### src/rtl/m68k_bus_pkg.sv
// ============================================================================
// Module  : m68k_bus_pkg
// Brief   : Shared 68000 bus definitions for the ROM, RAM and I/O bridges.
// Revision: 1.0
// ============================================================================
`default_nettype none

package m68k_bus_pkg;

    typedef enum logic [1:0] {
        ST_IDLE = 2'd0,
        ST_WAIT = 2'd1,
        ST_ACK  = 2'd2,
        ST_ERR  = 2'd3
    } bus_state_e;

    // Active-low bus levels
    localparam logic C_BUS_ASSERT = 1'b0;
    localparam logic C_BUS_NEGATE = 1'b1;

    // Bit positions within a {upper, lower} byte-lane select
    localparam int C_LANE_UPPER = 1;
    localparam int C_LANE_LOWER = 0;

    function automatic logic [15:0] lane_mask(input logic [1:0] lanes,
                                              input logic [15:0] word);
        lane_mask = {lanes[C_LANE_UPPER] ? word[15:8] : 8'h00,
                     lanes[C_LANE_LOWER] ? word[7:0]  : 8'h00};
    endfunction

endpackage

`default_nettype wire

### src/rtl/rom_bus_bridge.sv
// ============================================================================
// Module  : rom_bus_bridge
// Brief   : 68000 bus slave for the synchronous program ROM. Define
//           ROM_BERR_EN to answer writes with BERR instead of DTACK.
// Revision: 1.0
// ============================================================================
`default_nettype none

module rom_bus_bridge #(
    parameter int ADDR_WIDTH  = 14,
    parameter int DATA_WIDTH  = 16,
    parameter int LATENCY     = 1,
    parameter int WAIT_STATES = 0
) (
    input  logic                  clk,
    input  logic                  rst_n,
    input  logic                  cs,
    input  logic                  as_n,
    input  logic                  rw,
    input  logic                  uds_n,
    input  logic                  lds_n,
    input  logic [ADDR_WIDTH-1:0] cpu_addr,
    output logic [DATA_WIDTH-1:0] cpu_din,
    output logic                  dtack_n,
    output logic                  berr_n,
    output logic [ADDR_WIDTH-1:0] rom_addr,
    input  logic [DATA_WIDTH-1:0] rom_dout
);

    import m68k_bus_pkg::*;

    localparam logic [3:0] C_CNT_INIT = 4'(LATENCY + WAIT_STATES);

    bus_state_e            state_q, state_d;
    logic [3:0]            cnt_q, cnt_d;
    logic [ADDR_WIDTH-1:0] addr_q, addr_d;
    logic [DATA_WIDTH-1:0] din_q, din_d;
    logic                  dtack_q, dtack_d;
`ifdef ROM_BERR_EN
    logic                  berr_q, berr_d;
`endif

    logic [1:0] w_lanes;
    logic       w_start;

    assign w_lanes = {~uds_n, ~lds_n};
    assign w_start = cs & ~as_n & (|w_lanes);

    always_ff @(posedge clk or negedge rst_n) begin
        if (!rst_n) begin
            state_q <= ST_IDLE;
            cnt_q   <= 4'd0;
            addr_q  <= '0;
            din_q   <= '0;
            dtack_q <= C_BUS_NEGATE;
`ifdef ROM_BERR_EN
            berr_q  <= C_BUS_NEGATE;
`endif
        end else begin
            state_q <= state_d;
            cnt_q   <= cnt_d;
            addr_q  <= addr_d;
            din_q   <= din_d;
            dtack_q <= dtack_d;
`ifdef ROM_BERR_EN
            berr_q  <= berr_d;
`endif
        end
    end

    always_comb begin
        state_d = state_q;
        cnt_d   = cnt_q;
        addr_d  = addr_q;
        din_d   = din_q;
        dtack_d = dtack_q;
`ifdef ROM_BERR_EN
        berr_d  = berr_q;
`endif
        case (state_q)
            ST_IDLE: begin
                if (w_start) begin
                    if (rw) begin
                        addr_d  = cpu_addr;
                        cnt_d   = C_CNT_INIT;
                        state_d = ST_WAIT;
                    end else begin
`ifdef ROM_BERR_EN
                        berr_d  = C_BUS_ASSERT;
                        state_d = ST_ERR;
`else
                        dtack_d = C_BUS_ASSERT;
                        state_d = ST_ACK;
`endif
                    end
                end
            end
            ST_WAIT: begin
                cnt_d = cnt_q - 4'd1;
                // An early strobe release abandons the cycle without DTACK
                if (as_n) begin
                    state_d = ST_IDLE;
                end else if (cnt_q == 4'd1) begin
                    din_d   = DATA_WIDTH'(lane_mask(w_lanes, 16'(rom_dout)));
                    dtack_d = C_BUS_ASSERT;
                    state_d = ST_ACK;
                end
            end
            ST_ACK: begin
                if (as_n) begin
                    dtack_d = C_BUS_NEGATE;
                    state_d = ST_IDLE;
                end
            end
            ST_ERR: begin
`ifdef ROM_BERR_EN
                if (as_n) begin
                    berr_d  = C_BUS_NEGATE;
                    state_d = ST_IDLE;
                end
`else
                state_d = ST_IDLE;
`endif
            end
            default: state_d = ST_IDLE;
        endcase
    end

    assign cpu_din  = din_q;
    assign dtack_n  = dtack_q;
    assign rom_addr = addr_q;
`ifdef ROM_BERR_EN
    assign berr_n   = berr_q;
`else
    assign berr_n   = C_BUS_NEGATE;
`endif

endmodule

`default_nettype wire

### config.mk
export PLATFORM = sky130hd
export DESIGN_NAME = rom_bus_bridge
export DESIGN_NICKNAME = d
export VERILOG_FILES = /design/src/rtl/m68k_bus_pkg.sv /design/src/rtl/rom_bus_bridge.sv
export SDC_FILE = /design/constraint.sdc
export NUM_CORES = 1
export LEC_CHECK = 0
export BUFFER_PORTS_ARGS = -buffer_cell sky130_fd_sc_hd__buf_2
export CORE_UTILIZATION = 48
export DETAILED_ROUTE_END_ITERATION = 8
export MAX_ROUTING_LAYER = met4
export PLACE_DENSITY = 0.9
export REMOVE_ABC_BUFFERS = 1
export SLEW_MARGIN = 20
export SYNTH_ARGS = -nofsm -noshare
export SYNTH_HDL_FRONTEND = slang
export SYNTH_SLANG_ARGS = --single-unit
### constraint.sdc
create_clock -name clk -period 2.1 [get_ports clk]
set_input_delay 0.42 -clock clk [delete_from_list [all_inputs] [get_ports clk]]
set_output_delay 0.42 -clock clk [all_outputs]
set_load 0.005 [all_outputs]
Word-level counts from Yosys, hierarchy flattened --
Index checks and enable logic that the tools add are counted.
Word-level totals: register bits after elaboration 37, bits of input ports 37, bits in latches 0, output and inout port bits 32, memory bits (read-only) 0, logic and storage cells 48, bits in writable memories 0, memories 0
Cells by class: multiplexer cells 17, $add $sub $neg 1, equality and inequality tests 11, reductions and logical operators 9, divide/modulo/power cells 0, multipliers 0, bitwise operators 5, shift operators 0, $lt $le $gt $ge 0
Operators with widths (number):
- $mux W8 | 2
- $ne A2 B2 Y1 const B | 6
- $reduce_and A3 Y1 | 4
- $mux W2 | 5
- $mux W4 | 2
- $pmux W2 S4 | 1
- $pmux W4 S2 | 1
- $reduce_and A6 Y1 | 1
- $mux W1 | 5
- $eq A2 B2 Y1 const B | 2
- $eq A4 B1 Y1 const B | 1
- $sub A4 B1 Y4 const B | 1
- $ne A3 B3 Y1 const B | 1
- $not A1 Y1 | 3
- $pmux W1 S3 | 1
- $reduce_bool A3 Y1 | 1
- $and A1 B1 Y1 | 2
- $eq A2 B1 Y1 const B | 1
- $logic_not A2 Y1 | 1
- $reduce_bool A2 Y1 | 1
- $reduce_or A2 Y1 | 1

Logic depth before layout (Yosys ltp) --
Gate-level depths: netlist of run 1.
depth in word-level cells 5, gate-level depth with buffers 7, mapped depth without buffers 5

Least setup slack after synthesis of run 1 --
Ideal clock, no wire load.
path type flip-flop to flip-flop, from register cnt_q[1], to register din_q[0] (netlist: cpu_din[0]), buffers on the path 2, setup slack 0.301 ns, data arrival time 1.673 ns, period minus slack after synthesis 1.799 ns, stages on the path, launching flop included 8, data required time 1.975 ns, setup time 0.125 ns, cells stage by stage dfrtp_1 > inv_1 > ha_1 > nor3b_2 > or3b_1 > buf_6 > buf_12 > mux2_4
Between the ends: cells in the longest elaborated chain, start to end 2
Ends and longest elaborated chain:
- start: declaration | RTL line rom_bus_bridge.sv:35 | logic [3:0] cnt_q, cnt_d;
- start signal: assignment | RTL line rom_bus_bridge.sv:61 | cnt_q <= cnt_d;
- $eq A4 B1 Y1 | RTL line rom_bus_bridge.sv:103 | end else if (cnt_q == 4'd1) begin
- $reduce_and A3 Y1 (no source line)
- end signal: assignment | RTL line rom_bus_bridge.sv:63 | din_q <= din_d;
- end: declaration | RTL line rom_bus_bridge.sv:37 | logic [DATA_WIDTH-1:0] din_q, din_d;
Every way passes these cells. A chain may end at the register's enable or synchronous reset.

Final worst setup path of run 1 --
from register cnt_q[1], to register din_q[2] (netlist: cpu_din[2])
The elaborated chain is that of the path after synthesis.

==> impl_metrics.tcl, run 1 <==
set metrics [dict create \
    cts_buffers 5 \
    clockBufferDepth 2 \
    die_h_um 62.0 \
    p_per_area_mw_per_mm2 1120 \
    ys_seq_elements 37 \
    die_area_mm2 0.00384 \
    slew_violations 0 \
    ys_seq_area_frac 0.537 \
    wl_per_cell_um 13.3 \
    required_ps 2330 \
    antenna_found_initial 0 \
    crit_type "flip-flop to flip-flop" \
    r2r_start "cnt_q[1]" \
    r2r_cells 6 \
    startpoint_type "flip-flop" \
    critical_path.max_stage_delay_ps 420 \
    grt_max_degree 38 \
    crit_slowest_cell "dfrtp_1" \
    utilization 0.645 \
    gr-total-overflow 0 \
    end_kind "flip-flop" \
    yosysWarnings 0 \
    clockPowerShare 0.245 \
    rows 21 \
    drv_cap 0 \
    switchingPower_uw 667 \
    p_leak_nw 1.18 \
    clockRootBuffer "clkbuf_4" \
    clock_sinks 37 \
    crit_fanout 16 \
    r2r_slack_ps 220 \
    initialDrtViolationCount 23 \
    fin_worst_skew_ps 8.38 \
    grt_pass1_vias 1189 \
    die_x_um 62.0 \
    areaGrowthSynthToFinish_pct 26.7 \
    cts_tree "yes" \
    irDropWorstVdd_mv 0.605 \
    cts_resized 0 \
    syn_inst 127 \
    p_int_mw 1.79 \
    r2r_end "cpu_din[2]" \
    switching_share 0.272 \
    initial_core_util 0.509 \
    clock_latency_ps 340 \
    tightest_slew_ps 787 \
    final_common_cell "buf_2" \
    num_vias 1197 \
    io_pins 69 \
    hold_ws_ps 152 \
    nets 236 \
    antenna_cells 0 \
    path_cells "inv_1, ha_1, nor3b_2, or3b_1, buf_4, mux2_4" \
    yosys.cell_types.count 34 \
    grt_usage 0.202 \
    drtPass1Iterations 4 \
    wirelength_um 3250 \
    cts_setup_buffers 0 \
    viasPerCell 4.91 \
    synth.avg_cell_area_um2 13.6 \
    setup_viol 0 \
    min_period_ps 1880 \
    slew_headroom 0.475 \
    io_buffers 67 \
    worst-path-buf-inv 2 \
    seq_power_share 0.465 \
    gp_congestion 0.871 \
    status "complete, no violations" \
    cp.arrival_ps 2110 \
    clkTransAtPathRegs_ps 110 \
    synthesis.area_mm2 0.00173 \
    rsz0062_at_grt "false" \
    cpLargestDelayFamily "simple AND/OR/NAND/NOR gates" \
    fmax_mhz 531 \
    hold_viol_final 0 \
    core_area_mm2 0.00339 \
    grt_pass1_wl_um 5270 \
    timing.final.crit_share 0.897 \
    ant_nets 0 \
    tns_ps 0 \
    hold_class "primary input to async pin" \
    final_cell_mix "buf_2 (67), dfrtp_1 (36), mux2_2 (22), nor2b_1 (9)" \
    drive_gt1_frac 0.581 \
    drc 0 \
    pwr-share-comb 0.290 \
    hpwl_um 2470 \
    ctsHoldBuffers 0 \
    cts_max_level 2 \
]
area by class of cell:
class / count / area [µm²]
Clock buffer: 5 / 37.5
Clock inverter: 3 / 65.1
Timing Repair Buffer: 69 / 363
Inverter: 5 / 18.8
Multi-Input combinational cell: 79 / 718
Sequential cell: 37 / 927
Tap cell: 46 / 57.6
Fill cell: 264 / 1200
cell families after synthesis:
group,Yosys count,share of synthesized area
flops,37,0.537
compound gates,10,0.0500
fa+ha+maj,2,0.0145
simple gates,36,0.136
mux,30,0.213
buf+inv,11,0.0471
other cells,1,0.00217
worst register-to-register path: stages (launching register included):
cell and delay, ps:
dfrtp_1 420, inv_1 110, ha_1 140, nor3b_2 170
or3b_1 390, buf_4 230, mux2_4 320
registers in the layout, summed over array words and instances (netlist names):
name      flops
dtack_n       1
rom_addr     14
cpu_din      16
cnt_q         4
state_q       2
stage by stage:
stage / cell area [µm²] / instances / worst slack [ps] / power (mW)
final: 2190 / 244 / 216 / 2.45
after global routing: 2190 / 244 / 105 / 2.61
after CTS: 2190 / 244 / 213 / 2.48
after detailed placement: 2080 / 236 / 230 / 1.88
after global placement: 2080 / 236 / 287 / 1.83
after floorplan: 1660 / 121 / 196 / 1.52
worst max path at each step:
stage / startpoint / endpoint / depth (start not counted)
detailed placement: cnt_q[1] / cpu_din[0] / 6
global route: cnt_q[1] / cpu_din[5] / 6
CTS: cnt_q[1] / cpu_din[0] / 6
global placement: cnt_q[1] / cpu_din[1] / 6
floorplan: cnt_q[1] / cpu_din[0] / 5
finish: cnt_q[1] / cpu_din[2] / 6
synth_stat cells, drive strengths merged:
cell / count / area (µm²)
nor2: 2 / 7.51
o31a: 1 / 10.0
mux2: 30 / 368
o311ai: 2 / 17.5
or2: 1 / 6.26
or3b: 1 / 8.76
nor2b: 9 / 56.3
nand2: 6 / 22.5
a31o: 1 / 8.76
nand4: 1 / 6.26
nand4b: 1 / 8.76
a2bb2oi: 1 / 8.76
or3: 1 / 6.26
o311a: 2 / 21.3
nand3b: 1 / 7.51
and2b: 8 / 60.1
buf: 6 / 62.6
o31ai: 2 / 15.0
nand3: 1 / 5.00
conb: 1 / 3.75
o21ai: 1 / 5.00
and3: 2 / 13.8
dfrtp: 36 / 901
inv: 5 / 18.8
dfstp: 1 / 26.3
ha: 2 / 25.0
nand2b: 1 / 13.8
nor3b: 1 / 12.5
power by group through the flow:
stage	clock network [mW]	registers [mW]	logic (mW)
after CTS	0.618	1.14	0.724
after detailed placement	0	1.15	0.722
final	0.602	1.14	0.711
after floorplan	0	1.15	0.375
after global routing	0.643	1.18	0.794
after global placement	0	1.14	0.691
routing by layer:
metal	track usage	routed length, µm	part of all wire
met4	0.105	72	0.022
met3	0.0518	106	0.033
met5	-	0	0
met1	0.244	1400	0.43
met2	0.313	1670	0.51
No activity file was read; power rests on OpenSTA's default activity.
==> inputs of run 2 (changes only) <==
Settings changed: REMOVE_ABC_BUFFERS 1 to not set.
==> run 2 against run 1 <==
Compared with the run above:
- global-route usage shrank 0.20 points
- count of clock-buffer cells in the layout grew 2
- critical endpoint is now cpu_din[6]
- power shrank 7.3%
- cell count grew 0.41%
- critical path depth is the same
- sequential power is essentially flat
- cell area shrank 1.7%
- highest routed layer unchanged
- non-clock buffer count grew 1
==> impl_metrics.tcl, run 2 (synthesized netlist as in run 1, its figures left out) <==
set metrics [dict create \
    slew_headroom 0.466 \
    rows 21 \
    clkTransAtPathRegs_ps 100 \
    drtPass1Iterations 4 \
    grt_pass1_wl_um 5220 \
    min_period_ps 1900 \
    clock_sinks 37 \
    fin_cells 245 \
    irDropWorstVdd_mv 0.495 \
    r2r_end "cpu_din[6]" \
    io_pins 69 \
    nets 237 \
    fmax_mhz 526 \
    fillers 258 \
    hold_class "primary input to async pin" \
    gp_congestion 0.825 \
    die_area_mm2 0.00384 \
    hold_viol_final 0 \
    initial_core_util 0.509 \
    io_buffers 67 \
    endpoint "cpu_din[6]" \
    wirelength_um 3360 \
    grt_pass1_vias 1093 \
    cts_max_level 2 \
    p_leak_nw 1.16 \
    num_vias 1196 \
    clock_latency_ps 330 \
    gr-total-overflow 0 \
    initialDrtViolationCount 22 \
    tightest_slew_ps 802 \
    slew_violations 0 \
    fin_ws_ps 198 \
    wl_per_cell_um 13.7 \
    final_common_cell "buf_2" \
    rsz0062_at_grt "false" \
    cts_tree "yes" \
    startpoint_type "flip-flop" \
    syn_nets 166 \
    cts_resized 0 \
    startpoint "cnt_q[1]" \
    final_cell_mix "buf_2 (67), dfrtp_1 (36), mux2_2 (22), nor2b_1 (9)" \
    ant_nets 0 \
    placed_cells 237 \
    hpwl_um 2560 \
    drv_cap 0 \
    areaGrowthSynthToFinish_pct 24.5 \
    post-place-ws_ps 221 \
    required_ps 2320 \
    die_x_um 62.0 \
    drive_gt1_frac 0.583 \
    core_area_mm2 0.00339 \
    r2r_start "cnt_q[1]" \
    grt_usage 0.200 \
    grt_max_degree 38 \
    setup_viol 0 \
    p_per_area_mw_per_mm2 1060 \
    crit_fanout 10 \
    r2r_cells 6 \
    die_h_um 62.0 \
    largest_reg_flops 16 \
    r2r_slack_ps 200 \
    hold_ws_ps 167 \
    status "complete, no violations" \
    ctsHoldBuffers 0 \
    antenna_cells 0 \
    cts_setup_buffers 0 \
    cts_buffers 5 \
    clockRootBuffer "clkbuf_4" \
    crit_type "flip-flop to flip-flop" \
    tns_ps 0 \
    viasPerCell 4.88 \
    antenna_found_initial 0 \
    end_kind "flip-flop" \
    cp.arrival_ps 2120 \
    fin_worst_skew_ps 7.71 \
    clockBufferDepth 2 \
    timing.final.crit_share 0.906 \
    drc 0 \
]
run 2: changes by cell type in the layout (fill, tap and decap cells not counted), sizes merged:
cell / delta
bufinv: -2
clkbuf: +2
buf: +1
run 2: per-layer routing:
layer,vias to the layer above,wire (µm),track usage
li1,577,-,-
met1,589,1460,0.267
met2,25,1750,0.296
met3,5,92,0.0373
met4,0,51,0.0952
met5,-,0,-
run 2: area by class of cell:
class | instances | area [µm²] | share of cell area
clock buffer | 7 | 65.1 | 0.0303
clock inverter | 1 | 5.00 | 0.00233
inverter | 5 | 18.8 | 0.00873
multi-input combinational | 79 | 718 | 0.334
sequential | 37 | 927 | 0.431
tap | 46 | 57.6 | 0.0268
timing repair buffer | 70 | 358 | 0.166
run 2: worst min-delay path by stage:
stage,from,endpoint,cells past startpoint
after global placement,rom_addr[10],rom_addr[10],1
after detailed placement,cpu_din[7],cpu_din[7],1
after floorplan,rst_n,cnt_q[0],0
final,rst_n,cpu_din[11],1
after global routing,rst_n,cpu_din[13],1
after CTS,rst_n,cpu_din[13],1
run 2: power breakdown:
part           internal, mW  switching [mW]  total (mW)
registers             0.969           0.177        1.15
logic                 0.447           0.267       0.714
clock network         0.194           0.219       0.413
total                  1.61           0.663        2.27
run 2: critical path, stage by stage (launching register included):
cell and delay [ps]:
dfrtp_1 430, inv_1 120, ha_1 150, nor3b_2 210
or3b_1 390, buf_4 200, mux2_4 300
run 2: metrics by stage:
stage | util | area (µm²) | total power [mW]
global placement | 0.614 | 2080 | 1.84
finish | 0.634 | 2150 | 2.27
CTS | 0.634 | 2150 | 2.30
global route | 0.634 | 2150 | 2.45
floorplan | - | 1730 | 1.54
detailed placement | 0.614 | 2080 | 1.88
==> inputs of run 3 (changes only) <==
Settings changed: CORE_MARGIN set to 1.5, CORE_UTILIZATION 48 to 50, CTS_BUF_LIST set to sky130_fd_sc_hd__clkbuf_2 sky130_fd_sc_hd__clkbuf_4 sky130_fd_sc_hd__clkbuf_8, PLACE_DENSITY 0.9 to 0.93.
==> run 3 against run 2 <==
Compared with the run above:
- hold slack worse by 36 ps
- clock power is 7.7% lower
- sequential share of layout area is 0.20 points higher
- maximum frequency is 3.2% higher
- global-route usage is 0.54 points lower
- first-iteration DRC count is 9.1% higher
- count of clock-buffer cells in the layout is 2 lower
- wire length is 2.3% lower
- die area is 0.68% lower
- largest power group unchanged
==> impl_metrics.tcl, run 3 (synthesized netlist as in run 1, its figures left out) <==
set metrics [dict create \
    status "complete, no violations" \
    areaGrowthSynthToFinish_pct 23.9 \
    ctsHoldBuffers 0 \
    grt_pass1_wl_um 5040 \
    die_h_um 61.8 \
    placed_cells 237 \
    grt_usage 0.195 \
    cts_tree "yes" \
    irDropWorstVdd_mv 0.645 \
    clockBufferDepth 2 \
    grt_util_met3 0.0683 \
    grt_pass1_vias 1092 \
    antenna_cells 0 \
    busiest_layer "met2" \
    switching_share 0.307 \
    switchingPower_uw 683 \
    grt_max_degree 38 \
    required_ps 2350 \
    ant_nets 0 \
    wirelength_um 3280 \
    utilization 0.641 \
    hold_viol_final 0 \
    p_leak_nw 1.14 \
    fin_worst_skew_ps 7.35 \
    drv_cap 0 \
    wl_per_cell_um 13.4 \
    fmax_mhz 542 \
    clockRootBuffer "clkbuf_4" \
    worst-path-buf-inv 2 \
    gr-total-overflow 0 \
    end_kind "flip-flop" \
    total_power_mw 2.23 \
    io_pins 69 \
    cp.arrival_ps 2090 \
    hpwl_um 2470 \
    drive_gt1_frac 0.583 \
    critical_path.max_stage_delay_ps 420 \
    drc 0 \
    crit_slowest_cell "dfrtp_1" \
    setup_viol 0 \
    seq_power_share 0.513 \
    grt_util_met1 0.221 \
    rsz0062_at_grt "false" \
    initialDrtViolationCount 24 \
    pwr-share-comb 0.316 \
    tns_ps 0 \
    cts_setup_buffers 0 \
    clock_latency_ps 350 \
    cts_buffers 5 \
    cts_resized 0 \
    fin_ws_ps 256 \
    r2r_cells 6 \
    gp_congestion 0.836 \
    nets 237 \
    syn_nets 166 \
    p_int_mw 1.54 \
    rows 21 \
    final_common_cell "buf_2" \
    p_per_area_mw_per_mm2 1040 \
    path_cells "inv_1, ha_1, nor3b_2, or3b_1, buf_4, mux2_4" \
    num_vias 1229 \
    slew_violations 0 \
    startpoint_type "flip-flop" \
    crit_fanout 12 \
    r2r_end "cpu_din[6]" \
    min_period_ps 1840 \
    largest_reg_flops 16 \
    clock_sinks 37 \
    use_met2 0.314 \
    slew_headroom 0.488 \
    hold_class "primary input to async pin" \
    cts_max_level 2 \
    clkTransAtPathRegs_ps 120 \
    tightest_slew_ps 767 \
    die_x_um 61.8 \
    drtPass1Iterations 4 \
    r2r_start "cnt_q[1]" \
    core_area_mm2 0.00334 \
    io_buffers 67 \
    final_cell_mix "buf_2 (67), dfrtp_1 (36), mux2_2 (22), nor2b_1 (9)" \
    crit_type "flip-flop to flip-flop" \
    viasPerCell 5.02 \
    timing.final.crit_share 0.878 \
    clockPowerShare 0.171 \
    cpLargestDelayFamily "simple AND/OR/NAND/NOR gates" \
    antenna_found_initial 0 \
    post-place-ws_ps 266 \
    r2r_slack_ps 260 \
    initial_core_util 0.517 \
    die_area_mm2 0.00381 \
    fin_cells 245 \
]
==> run 3: worst max path at each step <==
stage | from | slack (ps) | endpoint | depth (start not counted)
after global placement | cnt_q[1] | 330 | cpu_din[2] | 6
after detailed placement | cnt_q[1] | 270 | cpu_din[6] | 6
after CTS | cnt_q[1] | 250 | cpu_din[6] | 6
after floorplan | cnt_q[1] | 300 | cpu_din[0] | 7
after global routing | cnt_q[1] | 120 | cpu_din[6] | 6
final | cnt_q[1] | 260 | cpu_din[6] | 6
==> run 3: final cells by class <==
type / instances / area, µm²
Inverter: 5 / 18.8
Timing Repair Buffer: 70 / 358
Tap cell: 46 / 57.6
Multi-Input combinational cell: 79 / 718
Clock inverter: 3 / 22.5
Clock buffer: 5 / 37.5
Sequential cell: 37 / 927
Fill cell: 276 / 1200
==> run 3: power groups by stage <==
stage                     sequential [mW]  combinational (mW)  clock (mW)
after global placement               1.14               0.690           0
after global routing                 1.18               0.785       0.430
after detailed placement             1.15               0.719           0
after CTS                            1.14               0.717       0.396
after floorplan                      1.14               0.398           0
final                                1.14               0.704       0.381
==> run 3: metrics by stage <==
stage,area [µm²],hold slack [ps]
after floorplan,1730,124
after global placement,2080,482
after detailed placement,2080,489
after CTS,2140,147
after global routing,2140,165
final,2140,131
==> run 3: layer usage <==
metal	share of wire	wire length, µm	vias to the layer above
met1	0.41	1340	617
met2	0.54	1760	32
met5	0	0	-
met4	0.0088	29	0
li1	-	-	578
met3	0.045	146	2
